$ cat src/rtl/axi_receive.sv
`default_nettype none
// +----------------------------------------------------------------------------+
// | axi_receive: reassembles BUS_WIDTH-bit beats (LS beat first) into one     |
// | DATA_WIDTH-bit word held in a single-entry buffer until consumed.         |
// | Revision: 1.0                                                             |
// +----------------------------------------------------------------------------+
module axi_receive #(
  parameter int BUS_WIDTH  = 32,
  parameter int DATA_WIDTH = 32
) (
  input  logic                  clk,
  input  logic                  rst,
  input  logic [BUS_WIDTH-1:0]  axi_packet,
  input  logic                  valid_pack,
  output logic                  device_rdy,
  output logic [DATA_WIDTH-1:0] data_out,
  output logic                  data_valid,
  input  logic                  consumer_rdy
);

  localparam int BEATS   = (DATA_WIDTH + BUS_WIDTH - 1) / BUS_WIDTH;
  localparam int CNT_W   = $clog2(BEATS) + 1;
  localparam int ASM_W   = BEATS * BUS_WIDTH;

  localparam logic [1:0] S_IDLE = 2'd0;
  localparam logic [1:0] S_RECV = 2'd1;
  localparam logic [1:0] S_HOLD = 2'd2;

  logic [1:0]       r_state;
  logic [1:0]       w_next_state;
  logic [CNT_W-1:0] r_beat_cnt;
  logic [ASM_W-1:0] r_asm;
  logic             w_xfer;
  logic             w_last;
  logic             w_unused_pad;

  assign w_xfer = valid_pack && (r_state != S_HOLD);
  assign w_last = (r_beat_cnt == CNT_W'(BEATS - 1));

  always_ff @(posedge clk) begin
    if (rst) begin
      r_state <= S_IDLE;
    end else begin
      r_state <= w_next_state;
    end
  end

  always_comb begin
    w_next_state = r_state;
    case (r_state)
      S_IDLE, S_RECV: begin
        if (w_xfer) begin
          w_next_state = w_last ? S_HOLD : S_RECV;
        end
      end
      S_HOLD: begin
        if (consumer_rdy) begin
          w_next_state = S_IDLE;
        end
      end
      default: w_next_state = S_IDLE;
    endcase
  end

  always_comb begin
    device_rdy = (r_state != S_HOLD);
    data_valid = (r_state == S_HOLD);
  end

  // Beat k lands in slice k; stale upper slices are overwritten as the next word arrives.
  always_ff @(posedge clk) begin
    if (rst) begin
      r_beat_cnt <= '0;
      r_asm      <= '0;
    end else if (w_xfer) begin
      for (int k = 0; k < BEATS; k++) begin
        if (r_beat_cnt == CNT_W'(k)) begin
          r_asm[k*BUS_WIDTH +: BUS_WIDTH] <= axi_packet;
        end
      end
      r_beat_cnt <= w_last ? '0 : r_beat_cnt + CNT_W'(1);
    end
  end

  assign data_out = r_asm[DATA_WIDTH-1:0];

  // Padding bits above DATA_WIDTH are captured but deliberately never output.
  assign w_unused_pad = ^{1'b0, r_asm};

endmodule
`default_nettype wire

$ cat config.mk
export PLATFORM = sky130hd
export DESIGN_NAME = axi_receive
export DESIGN_NICKNAME = d
export VERILOG_FILES = /design/src/rtl/axi_receive.sv
export SDC_FILE = /design/constraint.sdc
export NUM_CORES = 1
export LEC_CHECK = 0
export ABC_AREA = 1
export BUFFER_PORTS_ARGS = -buffer_cell sky130_fd_sc_hd__buf_2
export CORE_ASPECT_RATIO = 2
export CORE_MARGIN = 1
export CORE_UTILIZATION = 30
export DETAILED_ROUTE_END_ITERATION = 10
export PLACE_DENSITY_LB_ADDON = 0.08
export SLEW_MARGIN = 5
export SYNTH_ARGS = -nofsm -noshare
export SYNTH_HDL_FRONTEND = slang
export SYNTH_SLANG_ARGS = --single-unit
export TNS_END_PERCENT = 50
$ cat constraint.sdc
create_clock -name clk -period 1.2 [get_ports clk]
set_input_delay 0 -clock clk [delete_from_list [all_inputs] [get_ports clk]]
set_output_delay 0 -clock clk [all_outputs]
set_load 0.02 [all_outputs]
==> out/metrics.csv <==
stage;metric;value;unit
outcome;outcome;finished clean;
power;combPwrFrac;21.1;%
timing;fin_crit;1110;ps
synth;yosys_warnings;0;
power;clkPwrFrac;32.1;%
clock_tree;cts_tree;yes;
layout;layout_common_cells;69 x buf_2, 64 x nor2_1, 34 x inv_1, 34 x nand2_1, 33 x dfxtp_1;
floorplanning;dieArea;0.00504;mm2
synth;ys_ff_latch;33;
placed_design;portBuffers;69;
routing;post_drt_wl_per_cell;10.2;um
floorplanning;rows;35;
power;switching_power;770;uW
layout;drive_gt1_share;29.6;%
layout;nets;323;
layout;diodes;0;
critical_path;path_class;register to output pin;
floorplanning;coreArea;0.00460;mm2
timing;fin_skew;1.50;ps
critical_path;path_max_fanout;34;
timing;rsz0062_at_grt;false;
clock_tree;cts_sinks;33;
critical_path;slowest_delay;420;ps
power;seq_power_share;46.8;%
global_route;grt_max_degree;35;
clock_tree;root_buffer;clkbuf_8;
layout;areaGrowthSynthToFinish;36.1;%
timing;setup_viol;0;
layout;layout_commonest_cell;buf_2;
critical_path;worst_setup_path_end_kind;output pin;
timing;hold_viol_final;0;
synth;synth.avg_cell_area;6.65;um2
global_route;first_global_vias;1358;
global_route;antenna_found_initial;0;
power;p_per_area;1360;mW/mm2
critical_path;critPathTopFamily;flip-flops;
routing;via_per_inst;4.18;
synth;syn_nets;250;
clock_tree;cts.clk_slew.worst_paths;70;ps
timing;fin_setup_tns;0;ps
global_route;grtUsageTotal;15.4;%
timing;slew_headroom;82.9;%
synth;seq_area_frac_synth;46.4;%
synth;netlist_area;0.00142;mm2
clock_tree;clk_latency;280;ps
routing;wl;3500;um
global_route;grt_overflow;0;
placed_design;place_congestion;0.718;
power;p_int;1.86;mW
job;max_cap_viol_count;0;
power;swShare;29.3;%
timing;fin_crit_sh;92.5;%
global_route;grt_pass1_wl;5880;um
clock_tree;htree_levels;2;
critical_path;path_cells;inv_2 > buf_12 > buf_2;
clock_tree;clock_path_buffers;2;
timing;worst_slack;90.4;ps
timing;max_freq;901;MHz
floorplanning;initial_utilization;30.9;%
floorplanning;io_pins;70;
timing;fin_hold_ws;20.4;ps
routing;drt_iter0_drc;20;
critical_path;cp.buffers_inverters;3;
min_path;hold_class;input port to register;
power;vdd_ir_drop_max;0.617;mV
routing;vias;1429;
timing;final_max_slew_viol_count;0;
routing;route.detailed.drc;0;
placed_design;dp_hpwl;2400;um
routing;detail-route-antenna-nets;0;
critical_path;critPathArrivalTime;1110;ps
synth;netlist_instances;214;
clock_tree;cts_resized;0;
synth;ys_types;12;
critical_path;required;1200;ps
critical_path;startpoint_type;register;
routing;drtPass1Iterations;3;
floorplanning;fp.dieW;50.7;um
clock_tree;cts_made_buffers;5;
timing;worst_pin_slew;257;ps
power;p_leak;1.15;nW
floorplanning;die_y;99.4;um
placed_design;dp_slack;261;ps
critical_path;crit_slowest_cell;dfxtp_1;
metrics by stage:
step | utilization, % | instance area [um2] | cells | power (mW)
floorplan | - | 1420 | 214 | 1.62
global placement | 39.6 | 1820 | 332 | 1.81
detailed placement | 39.6 | 1820 | 332 | 1.82
CTS | 42.1 | 1940 | 342 | 2.69
global route | 42.1 | 1940 | 342 | 2.78
finish | 42.1 | 1940 | 342 | 2.63
power groups by stage:
stage	registers (mW)	clock network (mW)	logic, mW
CTS	1.23	0.889	0.567
floorplan	1.37	0	0.250
global placement	1.26	0	0.555
detailed placement	1.26	0	0.558
global route	1.24	0.907	0.630
finish	1.23	0.844	0.555
logic make-up after synthesis:
| kind of cell | Yosys count | share of synthesized area (%) |
|---|---|---|
| and+or+nand+nor | 131 | 37.9 |
| AOI/OAI and AO/OA | 1 | 0.351 |
| DFF | 33 | 46.4 |
| buffers and inverters | 49 | 15.3 |
final timing paths:
path	start	endpoint	slack [ps]	cells past startpoint
max	r_state[1]$_SDFFE_PP0P_	device_rdy	90	3
min	axi_packet[11]	data_out[11]$_SDFFE_PP0P_	20	5
max reg2reg	r_state[1]$_SDFFE_PP0P_	data_out[29]$_SDFFE_PP0P_	260	5
min reg2reg	data_out[30]$_SDFFE_PP0P_	data_out[30]$_SDFFE_PP0P_	480	2
state kept, by name (all words and copies together) (netlist names):
signal	cells
data_out	32
r_state	1
layer usage:
| layer | vias to the layer above | wire length [um] | GRT usage [%] |
|---|---|---|---|
| met5 | - | 0 | 0 |
| met4 | 0 | 76 | 8.33 |
| met3 | 5 | 178 | 2.60 |
| met2 | 46 | 1770 | 27.2 |
| met1 | 604 | 1480 | 16.8 |
| li1 | 774 | - | - |
cells in the mapped netlist:
| master | n | area [um2] |
|---|---|---|
| inv_2 | 2 | 7.51 |
| buf_4 | 1 | 7.51 |
| dfxtp_1 | 33 | 661 |
| buf_6 | 3 | 33.8 |
| a21oi_1 | 1 | 5.00 |
| clkbuf_1 | 3 | 11.3 |
| nor2_4 | 1 | 11.3 |
| nor2_1 | 64 | 240 |
| nand3_1 | 32 | 160 |
| inv_1 | 34 | 128 |
| buf_2 | 6 | 30.0 |
| nand2_1 | 34 | 128 |
worst min-delay path, delay by kind of cell:
family	cells	cell delay, ps
simple gates	3	160
buf+inv	2	100
layout make-up:
cell class,instances,area [um2]
fillers,550,2660
flip-flops and latches,33,661
inverters,36,135
well taps,55,68.8
repair buffers,79,440
clock buffers,7,86.3
multi-input cells,132,544
what timing repair did:
item,4_1_cts,5_1_grt
hold endpoints to repair,1,0
buffers inserted,0,0
hold buffers,3,0
setup endpoints to repair,0,0
Note: power is estimated with default switching activity, not from simulation.
